### src/rtl/uart_defs.sv
//------------------------------------------------------------------------------
// uart_defs : shared types and helpers for the UART TX arbitration path
// Rev 1.0
//------------------------------------------------------------------------------
`default_nettype none

package uart_defs;

    typedef enum logic [1:0] {
        IDLE  = 2'd0,
        START = 2'd1,
        WAIT  = 2'd2
    } txState_t;

    // start + 8 data + parity + stop
    localparam int FRAME_BITS_DEFAULT = 11;

    function automatic int clog2(input int value);
        int r;
        r = 0;
        for (int v = value - 1; v > 0; v = v >>> 1) begin
            r = r + 1;
        end
        return r;
    endfunction

endpackage

`default_nettype wire

### src/rtl/uart_rr_pick.sv
//------------------------------------------------------------------------------
// uart_rr_pick : combinational rotate-priority pick starting at the rr pointer
// Rev 1.0
//------------------------------------------------------------------------------
`default_nettype none

module uart_rr_pick
    import uart_defs::*;
#(
    parameter int NUM_REQ = 4,
    parameter int ID_W    = clog2(NUM_REQ)
) (
    input  logic [NUM_REQ-1:0] i_req,
    input  logic [ID_W-1:0]    i_rrPtr,
    output logic [NUM_REQ-1:0] o_grant,
    output logic [ID_W-1:0]    o_grantIdx,
    output logic               o_valid
);

    always_comb begin
        logic [ID_W-1:0] w_idx;
        w_idx      = '0;
        o_grant    = '0;
        o_grantIdx = '0;
        o_valid    = 1'b0;
        // First set bit at or above the pointer, wrapping past the top index
        for (int i = 0; i < NUM_REQ; i++) begin
            w_idx = ID_W'((int'(i_rrPtr) + i) % NUM_REQ);
            if (!o_valid && i_req[w_idx]) begin
                o_valid        = 1'b1;
                o_grant[w_idx] = 1'b1;
                o_grantIdx     = w_idx;
            end
        end
    end

endmodule

`default_nettype wire

### src/rtl/uart_tx_arbiter.sv
//------------------------------------------------------------------------------
// uart_tx_arbiter : round-robin sharing of one UART transmitter with watchdog
// Rev 1.0
//------------------------------------------------------------------------------
`default_nettype none

module uart_tx_arbiter
    import uart_defs::*;
#(
    parameter int NUM_REQ      = 4,
    parameter int clksPerBit   = 234,
    parameter int frameBits    = FRAME_BITS_DEFAULT,
    parameter int TIMEOUT_CLKS = 2 * clksPerBit * frameBits
) (
    input  logic                       i_clk,
    input  logic                       i_rst,
    input  logic [NUM_REQ-1:0]         i_req,
    input  logic [8*NUM_REQ-1:0]       i_reqData,
    output logic [NUM_REQ-1:0]         o_ack,
    output logic                       o_txStart,
    output logic [7:0]                 o_txData,
    input  logic                       i_txFinished,
    output logic [clog2(NUM_REQ)-1:0]  o_grantId,
    output logic                       o_busy,
    output logic                       o_timeout,
    output logic [15:0]                o_frameCount
);

    localparam int ID_W = clog2(NUM_REQ);
    localparam int WD_W = (TIMEOUT_CLKS > 1) ? clog2(TIMEOUT_CLKS) : 1;
    localparam logic [WD_W-1:0] c_WD_LAST = WD_W'(TIMEOUT_CLKS - 1);
    localparam logic [ID_W-1:0] c_LAST_ID = ID_W'(NUM_REQ - 1);

    txState_t           r_state;
    logic [ID_W-1:0]    r_rrPtr;
    logic [WD_W-1:0]    r_watchdog;
    logic [NUM_REQ-1:0] r_ack;
    logic               r_txStart;
    logic [7:0]         r_txData;
    logic [ID_W-1:0]    r_grantId;
    logic               r_busy;
    logic               r_timeout;
    logic [15:0]        r_frameCount;

    logic [NUM_REQ-1:0] w_grant;
    logic [ID_W-1:0]    w_grantIdx;
    logic               w_grantValid;
    logic [7:0]         w_grantData;

    uart_rr_pick #(
        .NUM_REQ (NUM_REQ),
        .ID_W    (ID_W)
    ) u_pick (
        .i_req      (i_req),
        .i_rrPtr    (r_rrPtr),
        .o_grant    (w_grant),
        .o_grantIdx (w_grantIdx),
        .o_valid    (w_grantValid)
    );

    always_comb begin
        w_grantData = '0;
        for (int k = 0; k < NUM_REQ; k++) begin
            if (w_grantIdx == ID_W'(k)) begin
                w_grantData = i_reqData[8*k +: 8];
            end
        end
    end

    always_ff @(posedge i_clk) begin
        if (i_rst) begin
            r_state      <= IDLE;
            r_rrPtr      <= '0;
            r_watchdog   <= '0;
            r_ack        <= '0;
            r_txStart    <= 1'b0;
            r_txData     <= '0;
            r_grantId    <= '0;
            r_busy       <= 1'b0;
            r_timeout    <= 1'b0;
            r_frameCount <= '0;
        end else begin
            r_ack     <= '0;
            r_txStart <= 1'b0;
            r_timeout <= 1'b0;
            case (r_state)
                IDLE: begin
                    if (w_grantValid) begin
                        r_state   <= START;
                        r_ack     <= w_grant;
                        r_txStart <= 1'b1;
                        r_txData  <= w_grantData;
                        r_grantId <= w_grantIdx;
                        r_rrPtr   <= (w_grantIdx == c_LAST_ID) ? '0 : w_grantIdx + ID_W'(1);
                        r_busy    <= 1'b1;
                    end
                end
                START: begin
                    r_state    <= WAIT;
                    r_watchdog <= '0;
                end
                WAIT: begin
                    // A done pulse on the abort cycle still counts as a completed frame
                    if (i_txFinished) begin
                        r_state      <= IDLE;
                        r_busy       <= 1'b0;
                        r_frameCount <= r_frameCount + 16'd1;
                    end else if (r_watchdog == c_WD_LAST) begin
                        r_state   <= IDLE;
                        r_busy    <= 1'b0;
                        r_timeout <= 1'b1;
                    end else begin
                        r_watchdog <= r_watchdog + WD_W'(1);
                    end
                end
                default: begin
                    r_state <= IDLE;
                    r_busy  <= 1'b0;
                end
            endcase
        end
    end

    assign o_ack        = r_ack;
    assign o_txStart    = r_txStart;
    assign o_txData     = r_txData;
    assign o_grantId    = r_grantId;
    assign o_busy       = r_busy;
    assign o_timeout    = r_timeout;
    assign o_frameCount = r_frameCount;

endmodule

`default_nettype wire

### config.mk
export PLATFORM = sky130hd
export DESIGN_NAME = uart_tx_arbiter
export DESIGN_NICKNAME = d
export VERILOG_FILES = /design/src/rtl/uart_defs.sv /design/src/rtl/uart_rr_pick.sv /design/src/rtl/uart_tx_arbiter.sv
export SDC_FILE = /design/constraint.sdc
export NUM_CORES = 1
export LEC_CHECK = 0
export ABC_AREA = 1
export ABC_CLOCK_PERIOD_IN_PS = 4250
export CAP_MARGIN = 5
export CELL_PAD_IN_SITES_DETAIL_PLACEMENT = 0
export CELL_PAD_IN_SITES_GLOBAL_PLACEMENT = 2
export CORE_MARGIN = 4
export CORE_UTILIZATION = 28
export CTS_BUF_LIST = sky130_fd_sc_hd__clkbuf_2
export DETAILED_ROUTE_END_ITERATION = 7
export GPL_ROUTABILITY_DRIVEN = 1
export HOLD_SLACK_MARGIN = 0.1
export PLACE_DENSITY_LB_ADDON = 0.1
export SLEW_MARGIN = 40
export SYNTH_ARGS = -nofsm -noshare
export SYNTH_HDL_FRONTEND = slang
export SYNTH_SLANG_ARGS = --single-unit
### constraint.sdc
create_clock -name i_clk -period 4.25 [get_ports i_clk]
set_input_delay 0.6375 -clock i_clk [delete_from_list [all_inputs] [get_ports i_clk]]
set_output_delay 0.6375 -clock i_clk [all_outputs]
set_load 0.05 [all_outputs]
After elaboration in Yosys (flattened, before gate mapping)
Index checks and enable logic that the tools add are counted.
Widths: inputs -> output; s select.
{"block": "classes", "addsub": 6, "magnitude_cmp": 8, "eq_ne": 10, "muxes": 46, "bitwise": 7, "n_reduce_logical": 21}
{"operator": "$mux 8", "count": 4}
{"operator": "$mux 13", "count": 2}
{"operator": "$pmux 13 s2", "count": 1}
{"operator": "$mux 1", "count": 17}
{"operator": "$add 16x1->16 const B", "count": 1}
{"operator": "$mux 2", "count": 8}
{"operator": "$mux 4", "count": 4}
{"operator": "$add 13x1->13 const B", "count": 1}
{"operator": "$eq 13x13->1 const B", "count": 1}
{"operator": "$lt 2x3->1 const B", "count": 4}
{"operator": "$or 4x4->4", "count": 3}
{"operator": "$bmux 1 s2", "count": 4}
{"operator": "$demux 1 s2", "count": 4}
{"operator": "$ge 2x1->1 const B", "count": 4}
{"operator": "$logic_and 1x1->1", "count": 7}
{"operator": "$eq 2x2->1 const B", "count": 3}
{"operator": "$pmux 2 s3", "count": 1}
{"operator": "$reduce_and 2->1", "count": 3}
{"operator": "$reduce_and 3->1", "count": 2}
{"operator": "$reduce_or 3->1", "count": 2}
{"operator": "$add 2x1->2 const B", "count": 2}
{"operator": "$add 2x2->2 const B", "count": 2}
{"operator": "$eq 2x1->1 const B", "count": 2}
{"operator": "$logic_not 2->1", "count": 2}
{"operator": "other kinds (8)", "count": 14}
{"block": "totals", "regBits": 50, "in_bits": 39, "output_inout_bits": 33}

Depth between registers and ports, before layout
Gate-level depths: netlist (run 1).
{"block": "depth", "depth_word": 17, "ltp_mapped": 22}

Modules after synthesis
A second synthesis (run 1) with hierarchy kept.
{"block": "unflattened", "cells_unflattened": 453, "area_unflattened_um2": 3021.6}
{"module": "uart_tx_arbiter", "instances": 1, "cells_each": 379, "area_per_inst_um2": 2581.2}
{"module": "uart_rr_pick", "instances": 1, "cells_each": 74, "area_per_inst_um2": 440.4}

Least setup slack after synthesis (run 1)
OpenSTA, ideal clock, no wires.
{"block": "synth_path", "kind": "register to register", "start": "register r_rrPtr[0]", "end": "register r_txData[5], in the netlist o_txData[5]", "arrival_ps": 2882, "slack_ps": 1304, "stages_incl_launch_ff": 23, "path_buffers": 2, "period_less_slack_ps": 2946, "path_cell_list": "dfxtp_1 buf_6 inv_6 ha_1 inv_1 nand3_1 nand2_2 inv_2 nor3_4 nand2_1 nand3_1 inv_1 ha_1 buf_2 nor2_1 nand2_1 nand2_1 o21ai_0 nand2_1 o21ai_0 nand2_2 nand2_1 nor2_1"}
{"block": "synth_between", "elab_chain_len": 17, "word_cells_on_any_way": 34, "classes_between": "3 x add/sub; 3 x eq/ne; 20 x mux; 8 x reduce/logical"}
{"element": "from (decl)", "line_no": "uart_tx_arbiter.sv:35", "rtl": "logic [ID_W-1:0] r_rrPtr;"}
{"element": "from (signal assigned)", "line_no": "uart_tx_arbiter.sv:94", "rtl": "r_rrPtr <= (w_grantIdx == c_LAST_ID) ? '0 : w_grantIdx + ID_W'(1);"}
{"element": "branches (longest 11 deep; another with $add 2x1->2)"}
{"element": "$mux 2 *", "line_no": "uart_rr_pick.sv:29", "rtl": "if (!o_valid && i_req[w_idx]) begin"}
{"element": "via u_pick.o_grantIdx[1]", "line_no": "uart_rr_pick.sv:16", "rtl": "output logic [ID_W-1:0] o_grantIdx,"}
{"element": "$logic_not 2->1", "line_no": "uart_tx_arbiter.sv:64", "rtl": "if (w_grantIdx == ID_W'(k)) begin"}
{"element": "$mux 8 (3 in a row)", "line_no": "uart_tx_arbiter.sv:64"}
{"element": "$mux 8 *", "line_no": "uart_tx_arbiter.sv:64"}
{"element": "to (signal assigned)", "line_no": "uart_tx_arbiter.sv:92", "rtl": "r_txData <= w_grantData;"}
{"element": "to (decl)", "line_no": "uart_tx_arbiter.sv:39", "rtl": "logic [7:0] r_txData;"}
Mark *: on every way through the listed nets, which the timed path passes. The select of a mux whose other input is x is not followed.
A chain may end at the register's enable or synchronous reset.

Worst setup path in the final report (run 1)
{"block": "layout_path", "start": "register r_rrPtr[1]", "end": "register r_txData[6], in the netlist o_txData[6]"}
Same word-level chain as after synthesis.

==> results of run 1 <==
## worst max path at each step
stage	endpoint	slack [ns]
after floorplan	o_txData[5]$_SDFFE_PP0N_	1.30
after global placement	o_txData[6]$_SDFFE_PP0N_	0.68
after detailed placement	o_txData[6]$_SDFFE_PP0N_	0.66
after CTS	o_txData[6]$_SDFFE_PP0N_	0.61
after global routing	o_txData[6]$_SDFFE_PP0N_	0.17
final	o_txData[6]$_SDFFE_PP0N_	0.67
## layer usage
metal  global-route usage (%)  part of all wire, %
met1                     18.6                   50
met2                     21.8                   46
met3                     2.70                  4.1
met4                     1.92                 0.31
met5                        0                    0
## worst max-delay path, stage by stage, from the launching register on
cell,delay [ns]
dfxtp_1,0.55
inv_1,0.24
ha_1,0.40
inv_1,0.14
nand3_1,0.10
nand2_2,0.14
inv_2,0.08
nor3_4,0.20
nand2_1,0.09
nand3_1,0.16
inv_1,0.08
ha_1,0.30
nor2_1,0.45
nand2_1,0.09
nand2_1,0.07
o21ai_0,0.07
nand2_1,0.06
o21ai_0,0.13
nand2_2,0.10
nand2_1,0.04
nor2_1,0.09
## per-stage QoR
stage               cell area [um^2]  std cells
floorplan                       3050        453
global placement                3860        649
detailed placement              3860        649
CTS                             3950        657
global route                    3950        657
finish                          3950        657
## cell type report
| cell class | instances | area (um^2) |
|---|---|---|
| Clock buffer | 5 | 25.0 |
| Fill cell | 1185 | 6510 |
| Inverter | 53 | 209 |
| Multi-Input combinational cell | 337 | 1760 |
| Sequential cell | 50 | 1000 |
| Tap cell | 136 | 170 |
| Clock inverter | 3 | 63.8 |
| Timing Repair Buffer | 73 | 726 |
## kinds of logic after synthesis
logic type	Yosys count	share of synthesized area, %
and+or+nand+nor	237	35.9
DFF	50	32.8
AOI/OAI and AO/OA	75	12.8
adders and majority gates	14	5.74
xor gates and xnor gates	11	3.16
buffers and inverters	66	9.48
## report_power, final
group / switching, uW / leakage, uW / internal (uW) / total (uW)
clock: 160 / 0.0000506 / 156 / 316
sequential: 49.5 / 0.000407 / 542 / 592
combinational: 958 / 0.00111 / 472 / 1430
## cell usage after synthesis, drive strengths merged
cell type | n | area (um^2)
a22oi | 2 | 15.0
and3 | 1 | 6.26
ha | 14 | 175
or2 | 1 | 6.26
dfxtp | 50 | 1000
xor2 | 10 | 87.6
nor4 | 3 | 18.8
o21ai | 32 | 160
nand4 | 10 | 77.6
nor3b | 1 | 7.51
nor3 | 12 | 71.3
clkbuf | 8 | 33.8
xnor2 | 1 | 8.76
buf | 5 | 46.3
a21boi | 1 | 7.51
a31oi | 1 | 6.26
nand3 | 31 | 173
nand2 | 121 | 499
inv | 53 | 209
o21a | 3 | 22.5
a21oi | 36 | 180
nor2 | 57 | 236
## registers in the layout, indices dropped and copies added (netlist names)
register      cells
o_txStart         1
o_busy            1
o_frameCount     16
o_timeout         1
o_ack             4
o_grantId         2
r_rrPtr           2
r_watchdog       13
r_state           2
o_txData          8
## layout by cell type, fill, tap and decap left out, types with 5 or more instances in the layout
cell type / netlist / layout
inv_1: 47 / 47
clkbuf_2: 0 / 5
nor3_1: 11 / 11
dfxtp_1: 50 / 50
o21ai_0: 32 / 32
xor2_1: 10 / 10
nand2_1: 109 / 109
a21oi_1: 36 / 36
nand2_2: 9 / 9
nand4_1: 9 / 9
nor2_1: 52 / 52
nand3_1: 29 / 29
ha_1: 14 / 14
clkdlybuf4s50_1: 0 / 71
==> results.yml, run 1 <==
sta:
  fin_ws_ns: 0.675
  finalSetupTns_ns: 0
  fin_crit_sh_pct: 84.1
  finalClockSkew_ns: 0.0350
  worstMarginPinSlew_ns: 0.723
  rsz0062_at_grt: "false"
  setup_viol: 0
  min_period_ns: 3.58
  whs_ns: 0.490
  slew-limit-headroom_pct: 51.8
  slew_violations: 0
  max_freq_mhz: 280
  hold_viol_final: 0
place:
  globalplace.congestion: 0.788
  pre_cts_ws_ns: 0.664
  port-buffer-count: 71
  place_hpwl_mm: 6.18
global_route:
  grtUsageTotal_pct: 13.3
  grt_start_max_net_pins: 24
  grt_pass1_vias: 2996
  antenna_found_initial: 0
  grt_pass1_wl_mm: 14.5
  grt_overflow: 0
critical_path:
  cp-end-kind: "register"
  critPathLaunch: "r_rrPtr[1]$_SDFFE_PP0N_"
  r2r-start: "r_rrPtr[1]$_SDFFE_PP0N_"
  worst_r2r_endpoint: "o_txData[6]$_SDFFE_PP0N_"
  critical_path_class: "register to register"
  r2r_setup_slack_ns: 0.67
  start_kind: "register"
  crit_required_ns: 4.64
  cp_max_fo: 9
  reg2reg_depth: 20
  critPathArrivalTime_ns: 3.97
floorplanning:
  dieArea_um2: 12600
  core_um2: 10500
  dieHeight_um: 112
  ioPinCount: 72
  core.rowCount: 37
  start_util_pct: 29.1
  die_w_um: 112
power_and_ir_drop:
  p_leak_uw: 0.00157
  ir_worst_vdd_mv: 0.296
  power_uw: 2340
  p_per_area_nw_per_um2: 591
clocking:
  cts_tree: "done"
  cts-root-buf: "clkbuf_2"
  postCtsSetupRepairBufs: 0
  clkSinkCount: 50
  clockBufferDepth: 2
  htreeDepth: 2
  cts_buffers: 5
  clkLatencyLatePin_ns: 0.43
  post_cts_resized: 0
  cts_hold_buf: 0
  cts.clk_slew.worst_paths_ns: 0.27
yosys:
  synthCells: 453
  ys_types: 36
  seq_area_frac_synth_pct: 32.8
  syn_nets: 506
  synth_area_um2: 3050
  avgSynthCellArea_um2: 6.73
  ys_seq_elements: 50
  ys_warn_count: 0
cells_and_area:
  syn_to_final_growth_pct: 29.7
  fin_util_pct: 37.8
  num_antenna_cells: 0
  final_layout_size_suffix_gt1_share_pct: 6.91
  finalNetCount: 573
routing:
  ant_nets: 0
  wl_per_cell_um: 12.4
  drc_errors: 0
  via_per_inst: 4.58
  first_iter_violations: 103
  dr.pass1.iters: 4
  via_count: 3006
  wirelength_mm: 8.17
min_path:
  hold_depth: 2
  holdCritStartpoint: "o_frameCount[15]$_SDFFE_PP0P_"
  whs_endpoint: "o_frameCount[15]$_SDFFE_PP0P_"
  min_path_type: "register to register"
flow_run:
  cap_violations: 0
run_status:
  status: "finished clean"
(Power assumes the default switching activity.)
==> run 2, diff against run 1 <==
- ABC_CLOCK_PERIOD_IN_PS: 4250 -> 3630
- clock period: 4.25 -> 3.63 ns (I/O delays scaled with it)
==> results.yml, run 2 (same netlist as run 1, synthesis figures left out) <==
cells_and_area:
  fin_area_um2: 3960
  final_layout_size_suffix_gt1_share_pct: 7.81
  syn_to_final_growth_pct: 30.0
  fillCellCount: 1162
  layout_common_cells: "nand2_1 (109), clkdlybuf4s50_1 (71), nor2_1 (52), dfxtp_1 (50), inv_1 (47)"
  final_common_cell: "nand2_1"
  largest_reg_flops: 16
  final_cells: 661
  finalNetCount: 577
  num_antenna_cells: 0
min_path:
  hold_depth: 2
  holdCritStartpoint: "o_frameCount[15]$_SDFFE_PP0P_"
  min_path_type: "register to register"
  whs_endpoint: "o_frameCount[15]$_SDFFE_PP0P_"
place:
  post_dp_cell_area_um2: 3890
  placed_cells_incl_taps: 653
  port-buffer-count: 71
  place_hpwl_mm: 6.21
  globalplace.congestion: 0.777
global_route:
  grt_pass1_wl_mm: 13.8
  grt_overflow: 0
  grt.met2_usage_pct: 21.9
  grt_use_met1_pct: 17.2
  grt_pass1_vias: 2926
  use_met3_pct: 2.53
  grt_start_max_net_pins: 24
  antenna_found_initial: 0
  grt-busiest-layer: "met2"
  grtUsageTotal_pct: 13.0
floorplanning:
  dieArea_um2: 12600
  dieHeight_um: 112
  ioPinCount: 72
  die_w_um: 112
  start_util_pct: 29.1
  core.rowCount: 37
  core_um2: 10500
critical_path:
  critPathArrivalTime_ns: 3.45
  critPathLaunch: "r_rrPtr[1]$_SDFFE_PP0N_"
  cp-end-kind: "register"
  r2r-start: "r_rrPtr[1]$_SDFFE_PP0N_"
  worst_r2r_endpoint: "o_txData[1]$_SDFFE_PP0N_"
  critical_path_class: "register to register"
  start_kind: "register"
  reg2reg_depth: 17
  crit_required_ns: 4.02
  cp_max_fo: 9
  r2r_setup_slack_ns: 0.57
clocking:
  cts_tree: "done"
  cts-root-buf: "clkbuf_2"
  htreeDepth: 2
  post_cts_resized: 0
  cts_hold_buf: 0
  postCtsSetupRepairBufs: 0
  clockBufferDepth: 2
  clkLatencyLatePin_ns: 0.44
  clkSinkCount: 50
  cts.clk_slew.worst_paths_ns: 0.28
  cts_buffers: 5
sta:
  min_period_ns: 3.06
  rsz0062_at_grt: "false"
  hold_viol_final: 0
  finalSetupTns_ns: 0
  setup_viol: 0
  slew_violations: 0
  fin_crit_sh_pct: 84.2
  slew-limit-headroom_pct: 52.4
  finalClockSkew_ns: 0.0296
  whs_ns: 0.492
  max_freq_mhz: 327
  worstMarginPinSlew_ns: 0.713
flow_run:
  cap_violations: 0
routing:
  drc_errors: 0
  via_per_inst: 4.51
  wirelength_mm: 8.12
  first_iter_violations: 73
  wl_per_cell_um: 12.3
  dr.pass1.iters: 5
  via_count: 2984
  ant_nets: 0
run_status:
  status: "finished clean"
power_and_ir_drop:
  power_uw: 2710
  p_per_area_nw_per_um2: 684
  p_leak_uw: 0.00158
  ir_worst_vdd_mv: 0.371
==> run 2: cell count changes in the layout (fill, tap and decap cells not counted), sizes merged <==
cell | previous run | this run
inv | 53 | 54
bufinv | 2 | 1
buf | 2 | 6
==> run 2: power breakdown <==
| group | switching [uW] | internal (uW) |
|---|---|---|
| Combinational | 1130 | 587 |
| Clock | 190 | 118 |
| Sequential | 55.6 | 635 |
==> run 2: routing by layer <==
layer / wire [um] / vias to the layer above / share of wire [%]
met1: 4020 / 1327 / 50
met5: 0 / - / 0
met3: 301 / 8 / 3.7
met2: 3740 / 54 / 46
met4: 62 / 0 / 0.76
li1: - / 1595 / -
==> run 2: cell type report <==
type / instances / area (um^2) / area share, %
Clock buffer: 5 / 25.0 / 0.631
Clock inverter: 3 / 43.8 / 1.10
Inverter: 53 / 209 / 5.27
Multi-Input combinational cell: 337 / 1760 / 44.4
Sequential cell: 50 / 1000 / 25.3
Tap cell: 136 / 170 / 4.29
Timing Repair Buffer: 77 / 756 / 19.1
==> run 2: worst max-delay path: stages, from the launching register on <==
cell	delay, ns
dfxtp_1	0.54
inv_1	0.10
ha_1	0.36
inv_1	0.14
nand3_1	0.10
nand2_2	0.14
inv_2	0.07
nor3_4	0.19
nand2_1	0.09
nand3_1	0.18
ha_1	0.39
inv_1	0.18
o21ai_0	0.19
nand2_1	0.06
o21ai_0	0.10
nand2_1	0.08
nand2_1	0.06
nor2_1	0.05
==> run 2: stage by stage <==
step | worst slack [ns] | utilization (%)
detailed placement | 0.458 | 37.2
CTS | 0.555 | 37.9
finish | 0.574 | 37.9
global route | 0.209 | 37.9
floorplan | 0.684 | -
global placement | 0.498 | 37.2
==> run 2: how the worst max path moves through the flow <==
stage,slack (ns),to
final,0.57,o_txData[1]$_SDFFE_PP0N_
after global placement,0.50,o_txData[6]$_SDFFE_PP0N_
after CTS,0.55,o_txData[6]$_SDFFE_PP0N_
after floorplan,0.68,o_txData[5]$_SDFFE_PP0N_
after global routing,0.21,o_txData[1]$_SDFFE_PP0N_
after detailed placement,0.46,o_txData[6]$_SDFFE_PP0N_
